### config.mk
export PLATFORM = sky130hd
export DESIGN_NAME = pipe_stage_reg
export DESIGN_NICKNAME = d
export VERILOG_FILES = /design/src/rtl/pipe_stage_reg.sv
export SDC_FILE = /design/constraint.sdc
export NUM_CORES = 1
export LEC_CHECK = 0
export CAP_MARGIN = 20
export CORE_ASPECT_RATIO = 1.2
export CORE_UTILIZATION = 40
export CTS_BUF_LIST = sky130_fd_sc_hd__clkbuf_2
export DETAILED_ROUTE_END_ITERATION = 10
export HOLD_SLACK_MARGIN = 0.03
export PLACE_DENSITY = 0.76
export REMOVE_ABC_BUFFERS = 1
export SLEW_MARGIN = 20
export SYNTH_ARGS = -nofsm -noshare
export SYNTH_HDL_FRONTEND = slang
export SYNTH_SLANG_ARGS = --single-unit
### constraint.sdc
create_clock -name clk -period 1.4 [get_ports clk]
set_input_delay 0.21 -clock clk [delete_from_list [all_inputs] [get_ports clk]]
set_output_delay 0.21 -clock clk [all_outputs]
set_load 0.005 [all_outputs]
### src/rtl/pipe_stage_reg.sv
// pipe_stage_reg
//
// Purpose:
//   Pipeline register placed between two adjacent pipeline stages. It carries
//   a control bundle and a data bundle under a valid/ready handshake. A
//   two-entry arrangement (main + skid) lets back-pressure propagate without
//   a combinational ready path. A synchronous flush turns every held entry
//   into a bubble.
//
// Ports:
//   clk        rising-edge clock
//   reset_n    asynchronous active-low reset
//   flush      synchronous kill of all held entries
//   in_valid   upstream has an entry
//   in_ready   stage can accept (registered)
//   in_ctrl    upstream control bundle
//   in_data    upstream data bundle
//   out_valid  stage presents an entry
//   out_ready  downstream accepts
//   out_ctrl   control bundle, all-zero whenever out_valid=0
//   out_data   data bundle, holds its last value when out_valid=0
//   stall_cnt  cycles with out_valid & !out_ready (saturating)
//   bubble_cnt cycles with !out_valid (saturating)
//
// Configuration macro:
//   PIPE_STAGE_PERF_EN  when defined, the performance counters are built;
//                       otherwise stall_cnt and bubble_cnt are tied to 0.

module pipe_stage_reg #(
  parameter int CTRL_W = 4,
  parameter int DATA_W = 96,
  parameter int CNT_W  = 16
) (
  input  logic              clk,
  input  logic              reset_n,
  input  logic              flush,
  input  logic              in_valid,
  output logic              in_ready,
  input  logic [CTRL_W-1:0] in_ctrl,
  input  logic [DATA_W-1:0] in_data,
  output logic              out_valid,
  input  logic              out_ready,
  output logic [CTRL_W-1:0] out_ctrl,
  output logic [DATA_W-1:0] out_data,
  output logic [CNT_W-1:0]  stall_cnt,
  output logic [CNT_W-1:0]  bubble_cnt
);

  logic              mainValid;
  logic [CTRL_W-1:0] mainCtrl;
  logic [DATA_W-1:0] mainData;
  logic              skidValid;
  logic [CTRL_W-1:0] skidCtrl;
  logic [DATA_W-1:0] skidData;
  logic              inHs;
  logic              outHs;

  // The skid register only ever fills while the main register is full, so
  // skidValid alone tells us the stage holds two entries. in_ready is the
  // inverse of that flop and never sees out_ready combinationally.
  assign in_ready = !skidValid;
  assign inHs     = in_valid & in_ready;
  assign outHs    = mainValid & out_ready;

  always_ff @(posedge clk or negedge reset_n) begin
    if (!reset_n) begin
      mainValid <= 1'b0;
      mainCtrl  <= '0;
      mainData  <= '0;
      skidValid <= 1'b0;
      skidCtrl  <= '0;
      skidData  <= '0;
    end else if (flush) begin
      // Payload registers keep their contents; only the valid bits die.
      mainValid <= 1'b0;
      skidValid <= 1'b0;
    end else if (!mainValid || outHs) begin
      if (skidValid) begin
        // Older skid entry goes first to keep strict FIFO order.
        mainValid <= 1'b1;
        mainCtrl  <= skidCtrl;
        mainData  <= skidData;
        if (inHs) begin
          skidCtrl <= in_ctrl;
          skidData <= in_data;
        end else begin
          skidValid <= 1'b0;
        end
      end else if (inHs) begin
        mainValid <= 1'b1;
        mainCtrl  <= in_ctrl;
        mainData  <= in_data;
      end else begin
        mainValid <= 1'b0;
      end
    end else if (inHs) begin
      skidValid <= 1'b1;
      skidCtrl  <= in_ctrl;
      skidData  <= in_data;
    end
  end

  assign out_valid = mainValid;
  assign out_ctrl  = mainValid ? mainCtrl : '0;
  assign out_data  = mainData;

`ifdef PIPE_STAGE_PERF_EN
  logic [CNT_W-1:0] stallCnt;
  logic [CNT_W-1:0] bubbleCnt;

  function automatic logic [CNT_W-1:0] satInc(input logic [CNT_W-1:0] v);
    return (&v) ? v : v + {{(CNT_W-1){1'b0}}, 1'b1};
  endfunction

  always_ff @(posedge clk or negedge reset_n) begin
    if (!reset_n) begin
      stallCnt  <= '0;
      bubbleCnt <= '0;
    end else begin
      if (mainValid && !out_ready) stallCnt <= satInc(stallCnt);
      if (!mainValid) bubbleCnt <= satInc(bubbleCnt);
    end
  end

  assign stall_cnt  = stallCnt;
  assign bubble_cnt = bubbleCnt;
`else
  assign stall_cnt  = '0;
  assign bubble_cnt = '0;
`endif

endmodule

Word-level counts from Yosys, hierarchy flattened:

Cells that the tools add are included.

* register bits: 202
* bits of input ports: 105
* output and inout port bits: 134
* logic and storage cells: 37

* eq/ne operators: 1
* muxes and demuxes: 19
* bitwise logic cells: 3
* reduce and logical (&&, ||, !) cells: 8

Operator list (count)
* $mux W96: 5
* $mux W4: 6
* $mux W1: 8
* $reduce_bool A2 Y1: 2
* $reduce_and A3 Y1: 1
* $reduce_bool A3 Y1: 1
* $and A1 B1 Y1: 2
* $logic_not A1 Y1: 2
* $ne A2 B2 Y1 const B: 1
* $reduce_and A2 Y1: 1
* $logic_or A1 B1 Y1: 1
* $not A1 Y1: 1

Longest topological paths before layout:

* depth in word-level cells: 6
* mapped depth: 5
* mapped depth without buffers: 3

Worst setup path after synthesis:

No wires, ideal clock.

* path type: reg-to-reg
* start point: reg mainValid, in the netlist out_valid
* end point: reg mainData[13], in the netlist out_data[13]
* setup time: 125 ps
* data arrival time: 1406 ps
* data required time: 1275 ps
* setup slack: -131 ps
* stages on the path, launching flop included: 6
* path buffers: 2
* clock period less this slack: 1531 ps
* cell sequence: dfrtp_1 -> nor2b_4 -> nor3_2 -> buf_6 -> buf_12 -> mux2_2

* cells in the longest elaborated chain, start to end: 3

Ends and longest elaborated chain
* start: declaration: RTL line 49 `logic mainValid;`
* start signal: assignment: RTL line 67 `mainValid <= 1'b0;`
* start signal: assignment: RTL line 75 `mainValid <= 1'b0;`
* start signal: assignment: RTL line 80 `mainValid <= 1'b1;`
* $and A1 B1 Y1 or $logic_not A1 Y1 (tied branches): RTL line 63, 77
* $logic_or A1 B1 Y1 *: RTL line 77 `end else if (!mainValid || outHs) begin`
* $reduce_and A3 Y1 (no source line) *
* end signal: assignment: RTL line 82 `mainData <= skidData;`
* end signal: assignment: RTL line 92 `mainData <= in_data;`
* end: declaration: RTL line 51 `logic [DATA_W-1:0] mainData;`

Every way passes the cells marked *; elsewhere a longest branch is shown, timed or not.
A chain may end at the register's enable or synchronous reset.

Worst setup path after layout:

* start point: reg skidValid
* end point: reg skidData[17]

* cells in the longest elaborated chain, start to end: 5

Ends and longest elaborated chain
* start: declaration: RTL line 52 `logic skidValid;`
* start signal: assignment: RTL line 70 `skidValid <= 1'b0;`
* start signal: assignment: RTL line 76 `skidValid <= 1'b0;`
* start signal: assignment: RTL line 87 `skidValid <= 1'b0;`
* $logic_not A1 Y1: RTL line 61 `assign in_ready = !skidValid;`
* $and A1 B1 Y1: RTL line 62 `assign inHs = in_valid & in_ready;`
* $mux W96 (3 in series)
* end signal: assignment: RTL line 85 `skidData <= in_data;`
* end signal: assignment: RTL line 99 `skidData <= in_data;`
* end: declaration: RTL line 54 `logic [DATA_W-1:0] skidData;`

Parallel ways exist; a longest one is shown, timed or not. The select of a mux whose other input is x is not followed.

==> summary.md <==
| Metric | Value |
|---|---|
| Hold Crit Class | input pin to flip-flop |
| Post-DP HPWL | 13600 um |
| Seq cells post-synth | 202 |
| Post-route ant nets | 0 |
| Clock root cell | clkbuf_2 |
| Power per cell area | 1110 nW/um2 |
| DRT Wirelength | 25900 um |
| Total track usage | 19.8% |
| Final Worst Setup Slack | -0.483 ns |
| Gate power share | 29.1% |
| Reg clk slew, reported paths | 0.11 ns |
| Initial antenna violation count | 1 |
| Crit share post-route | 135% |
| Final Util | 62.1% |
| Clock power share | 23.6% |
| DIE AREA | 25400 um2 |
| Req. time, crit path | 2.01 ns |
| Post-synth top area share | 51.0% |
| CTS Buffer Depth | 3 |
| Most frequent cells in the layout | dfrtp_1, mux2_4, clkdlybuf4s50_1 |
| Die W | 146 um |
| Fin Clk Skew | 0.0666 ns |
| Hold WS | 0.140 ns |
| WL/cell | 18.3 um |
| Detail-routed via count per cell | 4.66 |
| Failing checks | negative setup slack |
| First-pass GRT wire length | 39500 um |
| DR vias | 6595 |
| Synth cell types | 17 |
| Fmax | 531 MHz |
| Skew-Pair Late Insertion Delay | 0.79 ns |
| Fin. Hold Viols | 0 |
| Share of layout cells above drive strength 1 | 60.5% |
| Synth Instances | 581 |
| Type of the worst setup path | flip-flop to flip-flop |
| Worst Hold Depth | 2 |
| Vias in the first global route | 7057 |
| Synth warnings | 0 |
| Final setup vio count | 302 |
| Switch Pwr | 4.62 mW |
| Leakage | 7.34 nW |
| DRT iter0 DRCs | 169 |
| Largest net degree at the start of global routing | 44 |
| Max cap viols | 0 |
| Initial Util | 41.1% |
| Final #Nets | 1165 |
| # IOs | 239 |
| WP data arrival | 2.50 ns |
| Status | finished with violations |
| Sequential Power Share | 47.3% |
| Grt total ovfl | 0 |
| GP Congestion | 0.714 |
| Synth Area per Inst | 17.1 um2 |
| Total CTS buffers | 53 |
| Worst slack, placed | -0.467 ns |
| Slew Viols, Final | 0 |
| Rows | 62 |
| CP endpoint kind | flip-flop |
| Fin crit period | 1.88 ns |
| Tot Pwr | 16.6 mW |
| Die Height | 174 um |
| Port Buffers | 206 |
| Area contributors post-synth | dfrtp_1, mux2_4, mux2_2, buf_12, buf_4 |
| Htree depth | 2 |
| CTS sink cnt | 202 |
| Drt pass-1 iters | 4 |
| Internal Power | 12.0 mW |
| Max FO, Critical Path | 7 |
| Sequential cell area fraction in the yosys report | 51.0% |
| Critical path startpoint category | flip-flop |
| Area Growth Syn to Fin | 51.1% |
| R2R cell count | 8 |
| Synth Cell Area | 9920 um2 |
| Unrepaired setup endpoints after global routing | true |
| Commonest non-fill, non-tap cell in the layout | dfrtp_1 |
| CTS tree | yes |
| Core ar. | 24100 um2 |
| DR DRC count | 0 |
| Max VDD drop | 0.537 mV |
| Sw Ratio | 27.8% |
| Area leader, netlist | dfrtp_1 |
| Setup TNS | -82.38 ns |
## routing by layer
metal / GRT usage (%) / vias to the layer above / part of all wire, %
li1: - / 2995 / -
met1: 25.8 / 3359 / 43
met2: 32.8 / 192 / 50
met3: 4.20 / 49 / 4.4
met4: 6.14 / 0 / 2.2
met5: 0 / - / 0
## power by group through the flow
stage               Clock [mW]  Sequential (mW)  Combinational, mW
CTS                       4.09             7.82               4.49
global placement             0             7.92               4.06
floorplan                    0             7.81               2.26
detailed placement           0             7.94               4.15
finish                    3.93             7.87               4.84
global route              4.42             8.01               5.15
## sequential cells by signal, indices dropped and copies added (netlist names)
signal / count
skidCtrl: 4
mainCtrl: 4
out_valid: 1
skidValid: 1
out_data: 96
skidData: 96
## Yosys cell counts, drive strengths merged
library cell and number:
nor3 2, or2b 1, nor2b 1, dfrtp 202, clkbuf 1, nor2 2
and2 4, a21oi 1, conb 1, mux2 300, inv 1, buf 64
nand3 1
## worst paths after layout
check                                 start           end  slack [ns]
worst min register to register  skidData[2]   skidData[2]        0.51
max in group asynchronous           reset_n   out_data[9]        0.47
worst min-delay path            in_data[87]  skidData[87]        0.14
worst max-delay path              skidValid  skidData[17]       -0.48
worst max register to register    skidValid  skidData[17]       -0.48
min in group asynchronous           reset_n  out_data[86]        0.60
## critical path: stages, from the launching register on
cell     delay [ns]
dfrtp_4        0.51
buf_4          0.14
buf_6          0.13
nor2_4         0.09
nand3_4        0.16
buf_6          0.17
buf_16         0.13
buf_12         0.14
mux2_4         0.29
## cell families after synthesis
| logic type | count (synthesis) | synth area share [%] |
|---|---|---|
| AO/OA/AOI/OAI | 1 | 0.0504 |
| buffers and inverters | 66 | 7.61 |
| flip-flops | 202 | 51.0 |
| multiplexers | 300 | 40.5 |
| other | 1 | 0.0378 |
| AND/OR/NAND/NOR | 11 | 0.845 |
## metrics by stage
step | area (um2) | instances
CTS | 14500 | 1365
detailed placement | 12300 | 1114
finish | 15000 | 1416
floorplan | 9280 | 547
global route | 15000 | 1416
global placement | 12300 | 1114
## timing repair
action | in CTS | in global routing
endpoints found under the setup margin | 302 | 302
setup buffers | 63 | 42
pin swaps | 1 | 3
gates resized for setup | 491 | 30
hold buffers | 79 | 8
cloned | 20 | 8
hold endpoints to repair | 278 | 8
## cell type report
cell class / count / area, um2
Timing Repair Buffer: 458 / 4720
Sequential cell: 202 / 5060
Antenna cell: 2 / 5.00
Tap cell: 320 / 400
Clock buffer: 78 / 390
Clock inverter: 11 / 46.3
Multi-Input combinational cell: 344 / 4360
Inverter: 1 / 3.75
Fill cell: 1755 / 9140
Note: power is estimated with default switching activity, not from simulation.
